$ cat src/rtl/sram_req_bridge.sv
// sram_req_bridge: valid/ready request port to a single-port SRAM with a
// one-cycle read latency. Responses come back in request order through a
// 2-entry FIFO, one response per accepted request.
//
// Ports:
//   clk_i, rst_ni                  clock, asynchronous active-low reset
//   req_valid_i / req_ready_o      request handshake
//   req_we_i, req_addr_i           write flag, byte address
//   req_wdata_i, req_be_i          write data, byte enables
//   rsp_valid_o / rsp_ready_i      response handshake
//   rsp_rdata_o, rsp_err_o         read data (0 for writes/errors), range error
//   sram_req_o, sram_we_o          SRAM strobe and write enable
//   sram_addr_o                    SRAM word index
//   sram_wdata_o, sram_be_o        SRAM write data and byte enables
//   sram_rdata_i                   SRAM read data, one cycle after a read strobe
module sram_req_bridge #(
    parameter int unsigned DATA_WIDTH = 32,
    parameter int unsigned NUM_WORDS  = 1024,
    parameter int unsigned ADDR_WIDTH = 32,
    parameter logic [31:0] BASE_ADDR  = 32'h0000_0000
) (
    input  logic                          clk_i,
    input  logic                          rst_ni,
    input  logic                          req_valid_i,
    output logic                          req_ready_o,
    input  logic                          req_we_i,
    input  logic [ADDR_WIDTH-1:0]         req_addr_i,
    input  logic [DATA_WIDTH-1:0]         req_wdata_i,
    input  logic [DATA_WIDTH/8-1:0]       req_be_i,
    output logic                          rsp_valid_o,
    input  logic                          rsp_ready_i,
    output logic [DATA_WIDTH-1:0]         rsp_rdata_o,
    output logic                          rsp_err_o,
    output logic                          sram_req_o,
    output logic                          sram_we_o,
    output logic [$clog2(NUM_WORDS)-1:0]  sram_addr_o,
    output logic [DATA_WIDTH-1:0]         sram_wdata_o,
    output logic [DATA_WIDTH/8-1:0]       sram_be_o,
    input  logic [DATA_WIDTH-1:0]         sram_rdata_i
);

    localparam int unsigned BE_W  = DATA_WIDTH / 8;
    localparam int unsigned OFF_W = $clog2(BE_W);
    localparam int unsigned IDX_W = $clog2(NUM_WORDS);
    localparam logic [ADDR_WIDTH-1:0] BASE = ADDR_WIDTH'(BASE_ADDR);

    typedef struct packed {
        logic                  err;
        logic [DATA_WIDTH-1:0] rdata;
    } rsp_t;

    // Address decode
    logic [ADDR_WIDTH-1:0] offset;
    logic [ADDR_WIDTH-1:0] word;
    logic                  in_range;

    assign offset   = req_addr_i - BASE;
    assign word     = offset >> OFF_W;
    assign in_range = (req_addr_i >= BASE) && (word < ADDR_WIDTH'(NUM_WORDS));

    // Handshake: occupancy counts the in-flight slot plus queued responses
    logic       infl_valid_q, infl_we_q, infl_err_q;
    logic [1:0] count_q, count_d;
    logic       pop, push, accept;
    logic [2:0] occ;

    assign pop         = rsp_valid_o & rsp_ready_i;
    assign push        = infl_valid_q;
    assign occ         = 3'(count_q) + 3'(infl_valid_q) - 3'(pop);
    assign req_ready_o = rst_ni & (occ < 3'd2);
    assign accept      = req_valid_i & req_ready_o;

    // SRAM port, driven straight from the request in the accept cycle
    assign sram_req_o   = accept & in_range;
    assign sram_we_o    = sram_req_o & req_we_i;
    assign sram_be_o    = {BE_W{sram_req_o}} & req_be_i;
    assign sram_addr_o  = word[IDX_W-1:0];
    assign sram_wdata_o = req_wdata_i;

    // Response FIFO storage and pointers
    rsp_t fifo_q [2];
    logic wr_ptr_q, rd_ptr_q;
    rsp_t push_data;

    // Read data only exists for in-range reads
    always_comb begin
        push_data.err   = infl_err_q;
        push_data.rdata = '0;
        if (!infl_we_q && !infl_err_q) begin
            push_data.rdata = sram_rdata_i;
        end
    end

    // Occupancy next-state
    always_comb begin
        count_d = count_q;
        if (push && !pop) begin
            count_d = count_q + 2'd1;
        end else if (!push && pop) begin
            count_d = count_q - 2'd1;
        end
    end

    // In-flight register: one cycle between SRAM strobe and data return
    always_ff @(posedge clk_i or negedge rst_ni) begin
        if (!rst_ni) begin
            infl_valid_q <= 1'b0;
            infl_we_q    <= 1'b0;
            infl_err_q   <= 1'b0;
        end else begin
            infl_valid_q <= accept;
            infl_we_q    <= accept & req_we_i;
            infl_err_q   <= accept & ~in_range;
        end
    end

    // Response FIFO state
    always_ff @(posedge clk_i or negedge rst_ni) begin
        if (!rst_ni) begin
            for (int i = 0; i < 2; i++) begin
                fifo_q[i] <= '0;
            end
            wr_ptr_q <= 1'b0;
            rd_ptr_q <= 1'b0;
            count_q  <= 2'd0;
        end else begin
            if (push) begin
                fifo_q[wr_ptr_q] <= push_data;
                wr_ptr_q         <= ~wr_ptr_q;
            end
            if (pop) begin
                rd_ptr_q <= ~rd_ptr_q;
            end
            count_q <= count_d;
        end
    end

    // Head is gated so idle/reset outputs read as zero
    assign rsp_valid_o = (count_q != 2'd0);
    assign rsp_rdata_o = rsp_valid_o ? fifo_q[rd_ptr_q].rdata : '0;
    assign rsp_err_o   = rsp_valid_o & fifo_q[rd_ptr_q].err;

endmodule
$ cat config.mk
export PLATFORM = sky130hd
export DESIGN_NAME = sram_req_bridge
export DESIGN_NICKNAME = d
export VERILOG_FILES = /design/src/rtl/sram_req_bridge.sv
export SDC_FILE = /design/constraint.sdc
export NUM_CORES = 1
export LEC_CHECK = 0
export BUFFER_PORTS_ARGS = -buffer_cell sky130_fd_sc_hd__buf_2
export CAP_MARGIN = 20
export CORE_MARGIN = 2
export CORE_UTILIZATION = 46
export CTS_CLUSTER_SIZE = 8
export DETAILED_ROUTE_END_ITERATION = 12
export PLACE_DENSITY = 0.9
export SYNTH_ARGS = -nofsm -noshare
export SYNTH_HDL_FRONTEND = slang
export SYNTH_SLANG_ARGS = --single-unit
$ cat constraint.sdc
create_clock -name clk_i -period 3.65 [get_ports clk_i]
set_input_delay 0.365 -clock clk_i [delete_from_list [all_inputs] [get_ports clk_i]]
set_output_delay 0.365 -clock clk_i [all_outputs]
set_load 0.005 [all_outputs]
# --- Word-level counts from Yosys, hierarchy flattened ---
# Cells that the tools add are included.
classes:
  n_reduce_logical: 11
  magnitude_cmp: 6
  bitwise_logic: 14
  mux: 10
  addsub: 4
ops:
  columns: ["cell", "n"]
  rows:
  - ["$mux W33", 4]
  - ["$bwmux W66", 1]
  - ["$mux W32", 2]
  - ["$demux W33 S1", 1]
  - ["$ge A32 B1 Y1 const B", 1]
  - ["$lt A30 B11 Y1 const B", 1]
  - ["$and A1 B1 Y1", 8]
  - ["$logic_and A1 B1 Y1", 5]
  - ["$and A4 B4 Y4", 1]
  - ["$ge A2 B2 Y1 const B", 2]
  - ["$logic_not A1 Y1", 4]
  - ["$mux W2", 2]
  - ["$not A1 Y2", 2]
  - ["$reduce_bool A2 Y1", 2]
  - ["$add A2 B1 Y3", 1]
  - ["$lt A3 B2 Y1 const B", 1]
  - ["$not A1 Y1", 3]
  - ["$sub A3 B1 Y3", 1]
  - ["$add A2 B1 Y2 const B", 1]
  - ["$lt A2 B1 Y1 const B", 1]
  - ["$sub A2 B1 Y2 const B", 1]
word_totals:
  reg_bits: 73
  in_bits: 105
  word_cells: 55
  out_inout_bits: 83

# --- Logic depth before layout (Yosys ltp) ---
# Gate-level depths: netlist of run 1.
depth:
  depth_word: 8
  mapped_depth: 10
  mapped_depth_nobuf: 10

# --- Worst setup path after synthesis of run 1 ---
# No wires, ideal clock.
synth_path:
  kind: "register -> output"
  startpoint: "register count_q[1]"
  endpoint: "output sram_be_o[0]"
  required_ns: 3.285
  stages_incl_launch_ff: 11
  arrival_time_ns: 2.531
  path_buffers: 0
  path_slack_ns: 0.754
  cell_sequence: "dfrtp_1 nor2_1 inv_1 nand2_1 inv_1 ha_1 nand2b_1 fa_1 xnor2_1 nand4_1 nor4_1"
synth_between:
  elab_chain_len: 8
  word_cells_on_any_way: 9
  classes_between: "add/sub: 2; order compare: 1; bitwise: 5; reduce/logical: 1"
synth_lines:
  columns: ["element", "line", "source"]
  rows:
  - ["from (decl)", "63", "logic [1:0] count_q, count_d;"]
  - ["from (signal assigned)", "134", "count_q <= count_d;"]
  - ["$reduce_bool A2 Y1", "139", "assign rsp_valid_o = (count_q != 2'd0);"]
  - ["net rsp_valid_o", "30", "output logic rsp_valid_o,"]
  - ["$and A1 B1 Y1", "67", "assign pop = rsp_valid_o & rsp_ready_i;"]
  - ["net pop", "64", "logic pop, push, accept;"]
  - ["$sub A3 B1 Y3", "69", "assign occ = 3'(count_q) + 3'(infl_valid_q) - 3'(pop);"]
  - ["$lt A3 B2 Y1", "70", "assign req_ready_o = rst_ni & (occ < 3'd2);"]
  - ["$and A1 B1 Y1", "70", null]
  - ["$and A1 B1 Y1", "71", "assign accept = req_valid_i & req_ready_o;"]
  - ["$and A1 B1 Y1", "74", "assign sram_req_o = accept & in_range;"]
  - ["$and A4 B4 Y4", "76", "assign sram_be_o = {BE_W{sram_req_o}} & req_be_i;"]
  - ["to (decl)", "38", "output logic [DATA_WIDTH/8-1:0] sram_be_o,"]
# The timed path passes the listed nets, and every way through them passes these cells.

# --- Worst setup path in the final report of run 1 ---
layout_path:
  startpoint: "register count_q[1]"
  endpoint: "output sram_be_o[0]"
layout_between:
  elab_chain_len: 8
  word_cells_on_any_way: 9
  classes_between: "add/sub: 2; order compare: 1; bitwise: 5; reduce/logical: 1"
layout_lines:
  columns: ["element", "line"]
  rows:
  - ["$reduce_bool A2 Y1", "139"]
  - ["$and A1 B1 Y1", "67"]
  - ["net pop", "64"]
  - ["$sub A3 B1 Y3", "69"]
  - ["$lt A3 B2 Y1", "70"]
  - ["$and A1 B1 Y1", "70"]
  - ["$and A1 B1 Y1", "71"]
  - ["$and A1 B1 Y1", "74"]
  - ["$and A4 B4 Y4", "76"]
# The timed path passes the listed nets, and every way through them passes these cells.

==> qor.csv, run 1 <==
stage;metric;value;unit
run_status;outcome;complete, no violations;
drt;remaining antenna violation count;0;
setup_path;Worst Path Arrival;2.95;ns
setup_path;CP Max Fanout;8;
setup_path;r2r worst-path depth;11;
floorplanning;DIE AREA;0.00871;sq mm
floorplanning;Die X;93.3;um
synth;#FFs+latches synth;73;
setup_path;CP endpoint kind;output port;
timing;setup TNS;0;ns
synth;synth top area cells;dfrtp_1, nand2_1, mux2i_1, buf_4, o21ai_0;
finish;Filler cells;674;
power_and_ir_drop;Clk network pwr share;19.8;%
synth;Post-synth top cells;nand2_1, dfrtp_1, o21ai_0;
finish;n_diodes;0;
timing;Tmin final;3.31;ns
global_routing;GRT busiest layer;met2;
power_and_ir_drop;Flop pwr share;40.2;%
global_routing;grt total ovfl;0;
timing;Tcrit/Tclk final;90.8;%
job;MaxCap Viol Count;0;
worst_hold_path;Hold Path Origin;req_we_i;
clock_tree;cts-stage hold buffer count;0;
power_and_ir_drop;Peak supply drop;0.513;mV
synth;Cells after Synth;409;
drt;# DRC;0;
synth;Post-synth EDFFs;0;
placement;placer's final routability congestion estimate;0.768;
drt;vias post-DR;2905;
synth;Syn. warnings;0;
setup_path;CP startpoint kind;flip-flop;
floorplanning;# rows;32;
synth;post-synth top area share;49.8;%
power_and_ir_drop;Power per Cell Area;905;mW/mm^2
setup_path;reg2reg end;infl_err_q;
clock_tree;CTS buffer count;9;
synth;Synth Area in XOR/XNOR;1.43;%
clock_tree;clk slew on worst S/H paths;0.08;ns
global_routing;first-pass GRT wire length;13.0;mm
placement;# placed instances;548;
global_routing;met3 GRT Util;5.08;%
global_routing;GR Util met2;33.8;%
clock_tree;clock latency on the worst-skew pair;0.33;ns
power_and_ir_drop;power share of the combinational group;39.9;%
drt;final WL;7.95;mm
timing;fin. max-slew vios;0;
timing;final worst slack;0.336;ns
setup_path;worst setup path category;reg2out;
synth;simple-gate portion of the synthesized area;16.5;%
drt;routed len/inst;14.0;um
synth;most common flop cell mapped by yosys;dfrtp_1;
global_routing;largest net degree at the start of global routing;74;
synth;Post-Syn Area;0.00367;sq mm
floorplanning;Die H;93.3;um
clock_tree;CTS root buffer;clkbuf_8;
drt;Iter 0 DRT Violations;116;
synth;area leader, netlist;dfrtp_1;
timing;setup repair after global routing missed its margin;no;
synth;Async SR Flop Fraction;100;%
synth;synth unique cells;23;
finish;final net count;569;
synth;Compound-Gate Fraction of Synth Area;9.00;%
synth;sequential cell area fraction in the yosys report;49.8;%
power_and_ir_drop;Sw Pwr;1.40;mW
drt;First-pass DRT Iterations;4;
synth;Adder-Cell Fraction of Synth Area;1.23;%
placement;Setup WS pre-CTS;0.513;ns
finish;layout cells sized above 1;28.0;%
synth;count leader, synth;nand2_1;
power_and_ir_drop;Internal;2.41;mW
timing;Max Clk Rate;302;MHz
clock_tree;CTS sink count;73;
clock_tree;H-tree Lvls;3;
global_routing;vias in the first global route;2866;
worst_hold_path;WHS Path Cells;3;
worst_hold_path;Hold Path End;infl_we_q;
timing;Final setup viols;0;
power_and_ir_drop;switching fraction of total power;36.7;%
worst_hold_path;Worst Hold Class;in2reg;
synth;main combinational cell family by area after synthesis;simple AND/OR/NAND/NOR gates;
clock_tree;worst-case clock buffer depth;2;
synth;mux cell area share after synthesis;9.61;%
synth;Mapped Nets;517;
global_routing;antenna violations before repair;0;
timing;Slew HR;30.0;%
placement;number of port buffers;101;
clock_tree;CTS tree;built;
timing;Worst-Margin Slew;1.05;ns
timing;Hold Fails Final Rpt;0;
setup_path;Critical Path RT;3.28;ns
global_routing;GR Layer Usage met1;21.7;%
floorplanning;Boundary Pins;188;
finish;final std cells w/o fill;567;
synth;syn_area_per_cell;8.97;sq um
global_routing;gr usage total;19.0;%
setup_path;worst r2r src;count_q[1];
placement;HPWL Detailed;5.28;mm
timing;clock skew;0.00739;ns
setup_path;R2R setup slack;1.27;ns
floorplanning;Initial Util;47.5;%
finish;Layout area overhead;14.8;%
power_and_ir_drop;leakage;2.30;nW
floorplanning;core area;0.00773;sq mm
drt;DR vias/cell;5.12;
layout by cell type, fill, tap and decap left out, drive strengths merged, types with 2 or more instances in the layout:
| cell | n |
|---|---|
| ha | 2 |
| dfrtp | 73 |
| nor2 | 37 |
| mux2 | 2 |
| nor4 | 9 |
| clkbuf | 10 |
| mux2i | 33 |
| bufinv | 3 |
| o21ai | 64 |
| nand4 | 2 |
| buf | 108 |
| xor2 | 3 |
| nand2 | 98 |
| inv | 9 |
| xnor2 | 3 |
| nand2b | 2 |
| clkinv | 2 |
routing by layer:
metal / share of wire, % / vias up
met5: 0 / -
met4: 1.5 / 0
met3: 7.1 / 16
met2: 51 / 123
met1: 40 / 1368
li1: - / 1398
repair_timing:
item                       CTS  global route
buffers inserted             0             2
setup endpoints to repair    0             3
resized for setup            0             0
cells by family after synthesis:
family,Yosys count
simple gates,151
buf+inv,76
flops,73
compound gates,65
mux,35
xor+xnor,6
fa+ha+maj,3
how the worst max path moves through the flow:
stage	from	end	slack, ns
after global placement	count_q[1]	sram_be_o[0]	0.63
after floorplan	count_q[1]	sram_be_o[0]	0.75
after detailed placement	count_q[1]	sram_be_o[0]	0.51
final	count_q[1]	sram_be_o[0]	0.34
after CTS	count_q[1]	sram_be_o[0]	0.13
after global routing	count_q[1]	sram_be_o[0]	0.08
power by group through the flow:
| stage | combinational (mW) | clock [mW] | sequential, mW |
|---|---|---|---|
| 4_1_cts | 1.51 | 0.775 | 1.54 |
| 3_5_place_dp | 1.51 | 0 | 1.56 |
| 2_1_floorplan | 1.10 | 0 | 1.39 |
| 5_1_grt | 1.75 | 0.814 | 1.59 |
| 6_report | 1.52 | 0.757 | 1.53 |
| 3_3_place_gp | 1.45 | 0 | 1.52 |
sequential cells by signal, summed over array words and instances, names as in the netlist:
register and count:
count_q 2, fifo_q 66, infl_err_q 1, infl_valid_q 1, infl_we_q 1, rd_ptr_q 1, wr_ptr_q 1
through the flow:
step                      total power, mW  instance area, sq um  hold WS, ns  util (%)
after floorplan                      2.49                  3670       0.0694         -
after global placement               2.97                  3920        0.461      50.7
after detailed placement             3.06                  3920        0.470      50.7
after CTS                            3.83                  4160        0.255      53.8
after global routing                 4.16                  4210        0.267      54.5
final                                3.81                  4210        0.268      54.5
worst max-delay path, cell delays in order, from the launching register on:
cell and delay [ns]:
dfrtp_1 0.45, nor2_2 0.14, inv_1 0.06, nand2_1 0.12
inv_1 0.07, ha_1 0.26, nand2b_1 0.15, fa_1 0.38
xnor2_1 0.18, nand4_1 0.11, buf_4 0.18, nor4_1 0.32
buf_2 0.18
layout make-up:
cell class	count	area [sq um]	share of cell area [%]
clock buffers	10	138	3.27
repair buffers	108	586	13.9
flip-flops and latches	73	1830	43.4
inverters	9	33.8	0.802
well taps	102	128	3.03
clock inverters	5	104	2.46
multi-input cells	260	1400	33.2
No activity file was read; power rests on OpenSTA's default activity.
==> run 2: changes to the inputs <==
ABC_AREA = 1   (was default)
CELL_PAD_IN_SITES_DETAIL_PLACEMENT = 0   (was default)
CELL_PAD_IN_SITES_GLOBAL_PLACEMENT = 1   (was default)
CORE_UTILIZATION = 32   (was 46)
==> run 2 against run 1 <==
Compared with the run above: hold slack improved by 0.0052 ns; synthesized area increased by 1.9%; clock power up 8.1%; global-route usage decreased by 4.5 points; via count rose by 7.9%; die area increased by 44%; register-to-register slack got worse by 0.11 ns; synthesized cell count is 15% higher; first-iteration DRC count rose by 86%; largest cell class unchanged.
==> qor.csv, run 2 <==
stage;metric;value;unit;change
global_routing;first-pass GRT wire length;15.0;mm;+15%
setup_path;CP endpoint kind;output port;;
clock_tree;H-tree Lvls;3;;unchanged
drt;DR vias/cell;4.70;;-8.3%
timing;Tmin final;3.27;ns;-0.0489 ns
clock_tree;cts-stage hold buffer count;0;;unchanged
floorplanning;Boundary Pins;188;;unchanged
setup_path;CP Cell Sequence;nor2_4 > inv_1 > nand2_1 > inv_1 > ha_1 > or2_2 > fa_1 > nand2_1 > inv_1 > nand3_1 > inv_1 > nand2_2 > nor3_1 > buf_2;;
finish;Layout area overhead;15.8;%;
synth;Post-synth EDFFs;0;;unchanged
floorplanning;# rows;39;;+22%
floorplanning;core area;0.0114;sq mm;+48%
setup_path;Critical Path RT;3.28;ns;about the same
clock_tree;worst-case clock buffer depth;2;;unchanged
synth;most common flop cell mapped by yosys;dfrtp_1;;
power_and_ir_drop;Power per Cell Area;903;mW/mm^2;-0.20%
floorplanning;DIE AREA;0.0126;sq mm;+44%
synth;count leader, synth;nand2_1;;
clock_tree;post-CTS setup buffers;0;;unchanged
finish;most frequent cells in the layout;nand2_1, buf_2, dfrtp_1;;
finish;Biggest register;fifo_q;;
drt;final WL;8.95;mm;+13%
synth;Post-Syn Area;0.00374;sq mm;+1.9%
timing;setup repair after global routing missed its margin;no;;
timing;Worst-Margin Slew;0.919;ns;-0.130 ns
global_routing;grt total ovfl;0;;unchanged
synth;syn_area_per_cell;7.94;sq um;-11%
timing;Max Clk Rate;306;MHz;+1.5%
finish;Filler cells;1236;;+83%
finish;largest registers;fifo_q (66), count_q (2);;
synth;Cells after Synth;471;;+15%
synth;synth top area cells;dfrtp_1, nand2_1, buf_4, o21ai_0, a21oi_1;;
setup_path;Top Family by Delay on Critical Path;simple AND/OR/NAND/NOR gates;;
floorplanning;Die H;112;um;+20%
timing;Tcrit/Tclk final;89.5;%;-1.3 points
setup_path;slowest stage delay, CP;0.48;ns;+0.03 ns
timing;setup TNS;0;ns;unchanged
synth;sequential cell area fraction in the yosys report;48.8;%;-0.95 points
drt;remaining antenna violation count;0;;unchanged
synth;post-synth top area share;48.8;%;-0.95 points
timing;Slew HR;38.7;%;+8.7 points
timing;clock skew;0.0128;ns;+0.00545 ns
global_routing;largest net degree at the start of global routing;74;;unchanged
run_status;outcome;complete, no violations;;
placement;HPWL Detailed;5.87;mm;+11%
drt;# DRC;0;;unchanged
worst_hold_path;Worst Hold Class;in2reg;;
synth;Post-synth top cells;nand2_1, dfrtp_1, buf_4;;
finish;commonest non-fill, non-tap cell in the layout;nand2_1;;
job;MaxCap Viol Count;0;;unchanged
placement;placer's final routability congestion estimate;0.726;;-5.5%
synth;Mapped Nets;579;;+12%
global_routing;gr usage total;14.5;%;-4.5 points
drt;vias post-DR;3134;;+7.9%
synth;Syn. warnings;0;;unchanged
timing;Hold Fails Final Rpt;0;;unchanged
finish;max FFs per register;66;;unchanged
synth;area leader, netlist;dfrtp_1;;
setup_path;Most Frequent Cell on Critical Path;inv_1;;
clock_tree;CTS sink count;73;;unchanged
floorplanning;Initial Util;32.8;%;-15 points
timing;fin. max-slew vios;0;;unchanged
clock_tree;CTS buffer count;9;;unchanged
clock_tree;CTS tree;built;;
clock_tree;CTS root buffer;clkbuf_16;;
clock_tree;clock latency on the worst-skew pair;0.33;ns;about the same
synth;Async SR Flop Fraction;100;%;unchanged
drt;routed len/inst;13.4;um;-4.3%
setup_path;CP startpoint kind;flip-flop;;
setup_path;Worst Path Arrival;2.90;ns;-0.05 ns
setup_path;worst setup path category;reg2out;;
clock_tree;post-CTS sizing;0;;unchanged
setup_path;CP Max Fanout;8;;unchanged
setup_path;critical path's slowest cell;fa_1;;
floorplanning;Die X;112;um;+20%
timing;Final setup viols;0;;unchanged
power_and_ir_drop;Peak supply drop;0.292;mV;-43%
power_and_ir_drop;leakage;2.28;nW;-0.90%
finish;final net count;628;;+10%
setup_path;Crit path buffers/inverters;5;;+1
global_routing;antenna violations before repair;0;;unchanged
synth;synth unique cells;26;;+13%
drt;Iter 0 DRT Violations;216;;+86%
placement;number of port buffers;101;;unchanged
finish;n_diodes;0;;unchanged
power_and_ir_drop;Power, Total;3.91;mW;+2.6%
finish;layout cells sized above 1;25.4;%;-2.6 points
drt;First-pass DRT Iterations;4;;unchanged
synth;#FFs+latches synth;73;;unchanged
global_routing;vias in the first global route;3193;;+11%
clock_tree;clk slew on worst S/H paths;0.06;ns;-0.02 ns
==> run 2: cell count changes after synthesis, moves of 5 or more <==
cell      delta
mux2i_1     -33
a21oi_1     +33
nor4_1       -9
clkbuf_1     -6
nor2_1      -21
inv_1        +5
o21ai_0     -24
o21ai_1     +22
nand2_1     +80
==> run 2: power breakdown <==
part / internal (mW) / switching [mW]
sequential: 1.21 / 0.217
clock: 0.511 / 0.307
combinational: 0.692 / 0.971
total: 2.42 / 1.50
==> run 2: worst register-to-register path: cells and delay by family (launching register included) <==
| kind | cells | cell delay, ns |
|---|---|---|
| buffers and inverters | 6 | 0.39 |
| and+or+nand+nor | 7 | 0.84 |
| adders and majority gates | 2 | 0.75 |
| DFF | 1 | 0.46 |
==> run 2: path summary, 6_finish.rpt <==
kind / slack [ns] / end / cells after the start / from
max reg2reg: 1.16 / infl_err_q / 15 / count_q[1]
min reg2reg: 0.48 / fifo_q[6] / 2 / fifo_q[6]
max: 0.38 / sram_be_o[2] / 14 / count_q[1]
min in group asynchronous: 0.31 / fifo_q[2] / 2 / rst_ni
min: 0.27 / infl_we_q / 3 / req_we_i
max in group asynchronous: 2.73 / fifo_q[14] / 2 / rst_ni
==> run 2: logic make-up (layout without fill, tap and decap cells) <==
family          Yosys count  count (layout)  share of synthesized area, %
flops                    73              73                          48.8
fa+ha+maj                 3               3                          1.20
simple gates            207             207                          21.5
buf+inv                  86             139                          14.1
xor+xnor                  3               3                         0.702
compound gates           99              99                          13.6
==> run 2: final cells by class <==
| type | count | area [sq um] | area share (%) |
|---|---|---|---|
| timing repair buffer | 107 | 586 | 13.5 |
| inverter | 17 | 63.8 | 1.47 |
| clock buffer | 13 | 270 | 6.24 |
| clock inverter | 2 | 12.5 | 0.289 |
| multi-input combinational | 312 | 1390 | 32.2 |
| tap | 143 | 179 | 4.13 |
| sequential | 73 | 1830 | 42.2 |
==> run 2: metal layers <==
metal	GRT usage [%]	routed length [um]
met1	18.1	3900
met2	24.0	4310
met3	3.62	582
met4	6.10	155
met5	0	0
==> run 2: through the flow <==
stage | worst slack, ns | hold WS (ns) | instance area (sq um) | util, % | instances
after floorplan | 0.861 | 0.0694 | 3740 | - | 471
after global placement | 0.832 | 0.465 | 4000 | 35.0 | 650
after detailed placement | 0.724 | 0.469 | 4030 | 35.3 | 651
after CTS | 0.356 | 0.266 | 4310 | 37.7 | 666
after global routing | 0.227 | 0.297 | 4330 | 37.9 | 667
final | 0.385 | 0.273 | 4330 | 37.9 | 667
==> run 3: changes to the inputs <==
GPL_TIMING_DRIVEN = 0   (was default)
==> run 3 against run 2 <==
Compared with the run above: non-clock buffer count grew 107; clock power grew 5.1%; clock skew shrank 0.010 ns; clock-buffer cell count is the same; flip-flop and latch count is the same; worst setup slack lost 0.089 ns; final cell count grew 16%; largest cell class unchanged.
==> qor.csv, run 3 (synthesis results as in run 2) <==
stage;metric;value;unit;change
run_status;outcome;complete, no violations;;
floorplanning;Die H;112;um;unchanged
floorplanning;DIE AREA;0.0126;sq mm;unchanged
timing;Tcrit/Tclk final;91.9;%;+2.4 points
timing;final worst slack;0.295;ns;-0.0894 ns
placement;Setup WS pre-CTS;0.343;ns;-0.381 ns
timing;setup repair after global routing missed its margin;no;;
global_routing;vias in the first global route;3616;;+13%
clock_tree;H-tree Lvls;3;;unchanged
floorplanning;# rows;39;;unchanged
clock_tree;worst-case clock buffer depth;2;;unchanged
setup_path;reg2reg end;infl_err_q;;
timing;minimum hold slack;0.159;ns;-0.115 ns
setup_path;CP Max Fanout;8;;unchanged
placement;HPWL Detailed;7.58;mm;+29%
setup_path;CP startpoint kind;flip-flop;;
finish;Filler cells;1199;;-3.0%
floorplanning;Initial Util;32.8;%;unchanged
drt;remaining antenna violation count;0;;unchanged
power_and_ir_drop;Power per Cell Area;827;mW/mm^2;-8.5%
finish;final net count;735;;+17%
clock_tree;cts-stage hold buffer count;0;;unchanged
finish;most frequent cells in the layout;nand2_1, buf_2, dfrtp_1;;
setup_path;R2R setup slack;1.07;ns;-0.09 ns
timing;fin. max-slew vios;0;;unchanged
timing;clock skew;0.00285;ns;-0.0100 ns
setup_path;worst setup path category;reg2out;;
drt;vias post-DR;3628;;+16%
drt;routed len/inst;13.4;um;+0.14%
finish;largest registers;fifo_q (66), count_q (2);;
floorplanning;Die X;112;um;unchanged
setup_path;Critical Path RT;3.28;ns;about the same
clock_tree;CTS buffer count;9;;unchanged
job;MaxCap Viol Count;0;;unchanged
finish;layout cells sized above 1;36.4;%;+11 points
floorplanning;Boundary Pins;188;;unchanged
timing;Final setup viols;0;;unchanged
timing;setup TNS;0;ns;unchanged
power_and_ir_drop;Peak supply drop;0.366;mV;+25%
clock_tree;CTS root buffer;clkbuf_16;;
drt;final WL;10.4;mm;+16%
placement;# placed instances;757;;+16%
timing;Hold Fails Final Rpt;0;;unchanged
setup_path;Worst Path Arrival;2.99;ns;+0.09 ns
drt;First-pass DRT Iterations;4;;unchanged
setup_path;CP endpoint kind;output port;;
drt;Iter 0 DRT Violations;265;;+23%
timing;Slew HR;39.2;%;+0.45 points
clock_tree;clk slew on worst S/H paths;0.05;ns;about the same
worst_hold_path;Worst Hold Class;in2async;;
global_routing;first-pass GRT wire length;16.9;mm;+13%
floorplanning;core area;0.0114;sq mm;unchanged
clock_tree;CTS tree;built;;
setup_path;crit path launch;count_q[1];;
finish;fin util;43.3;%;+5.4 points
finish;n_diodes;0;;unchanged
timing;Worst-Margin Slew;0.912;ns;-0.00682 ns
global_routing;antenna violations before repair;0;;unchanged
finish;final std cells w/o fill;775;;+16%
placement;placer's final routability congestion estimate;0.769;;+5.9%
global_routing;grt total ovfl;0;;unchanged
finish;commonest non-fill, non-tap cell in the layout;nand2_1;;
finish;Biggest register;fifo_q;;
global_routing;gr usage total;16.9;%;+2.4 points
timing;Max Clk Rate;298;MHz;-2.7%
global_routing;largest net degree at the start of global routing;75;;+1.4%
finish;Layout area overhead;32.3;%;
drt;# DRC;0;;unchanged
drt;DR vias/cell;4.68;;-0.37%
placement;number of port buffers;143;;+42%
clock_tree;CTS sink count;73;;unchanged
finish;max FFs per register;66;;unchanged
power_and_ir_drop;leakage;2.70;nW;+18%
setup_path;worst r2r src;count_q[1];;
clock_tree;clock latency on the worst-skew pair;0.33;ns;about the same
timing;Tmin final;3.35;ns;+0.0894 ns
setup_path;r2r worst-path depth;15;;unchanged
==> run 3: worst max path at each step <==
stage	end	slack [ns]	cells after the start
finish	sram_be_o[0]	0.30	14
global route	sram_be_o[1]	0.08	14
CTS	sram_be_o[0]	0.07	14
detailed placement	sram_be_o[0]	0.34	14
global placement	sram_be_o[1]	0.40	14
floorplan	sram_be_o[0]	0.86	13
==> run 3: report_power, final <==
group          internal [mW]  switching [mW]  leakage [nW]  total, mW
Clock                  0.546           0.314         0.144      0.860
Sequential              1.21           0.225         0.885       1.44
Combinational          0.760            1.03          1.67       1.79
==> run 3: per-layer routing <==
layer	track usage, %	vias to the layer above	share of wire (%)	wire [um]
met5	0	-	0	0
met3	3.24	15	7.4	770
li1	-	1763	-	-
met4	7.32	0	1.8	188
met2	29.0	153	50	5230
met1	20.6	1697	41	4220
==> run 3: cell type report <==
class	instances	area, sq um	area share (%)
Clock inverter	3	40.0	0.809
Timing Repair Buffer	145	733	14.8
Sequential cell	73	1830	36.9
Buffer	69	465	9.41
Clock buffer	13	250	5.06
Tap cell	143	179	3.62
Multi-Input combinational cell	312	1390	28.1
Inverter	17	63.8	1.29
==> run 3: timing repair <==
action                     CTS  global route
gates resized for setup      1             0
setup endpoints to repair    3             5
setup buffers                0             2
pin swaps                    0             1
==> run 3: worst max-delay path, stage by stage, from the launching register on <==
cell	delay [ns]
dfrtp_1	0.46
nor2_4	0.13
inv_1	0.06
nand2_1	0.13
inv_1	0.06
ha_1	0.26
or2_2	0.30
fa_1	0.49
nand2_1	0.05
inv_1	0.08
nand3_1	0.08
inv_1	0.10
nand2_2	0.11
nor3_1	0.19
buf_2	0.15
==> run 3: stage by stage <==
| step | power (mW) | instance area [sq um] |
|---|---|---|
| floorplan | 2.50 | 3740 |
| global placement | 3.17 | 4640 |
| detailed placement | 3.23 | 4640 |
| CTS | 4.12 | 4930 |
| global route | 4.45 | 4950 |
| finish | 4.09 | 4950 |
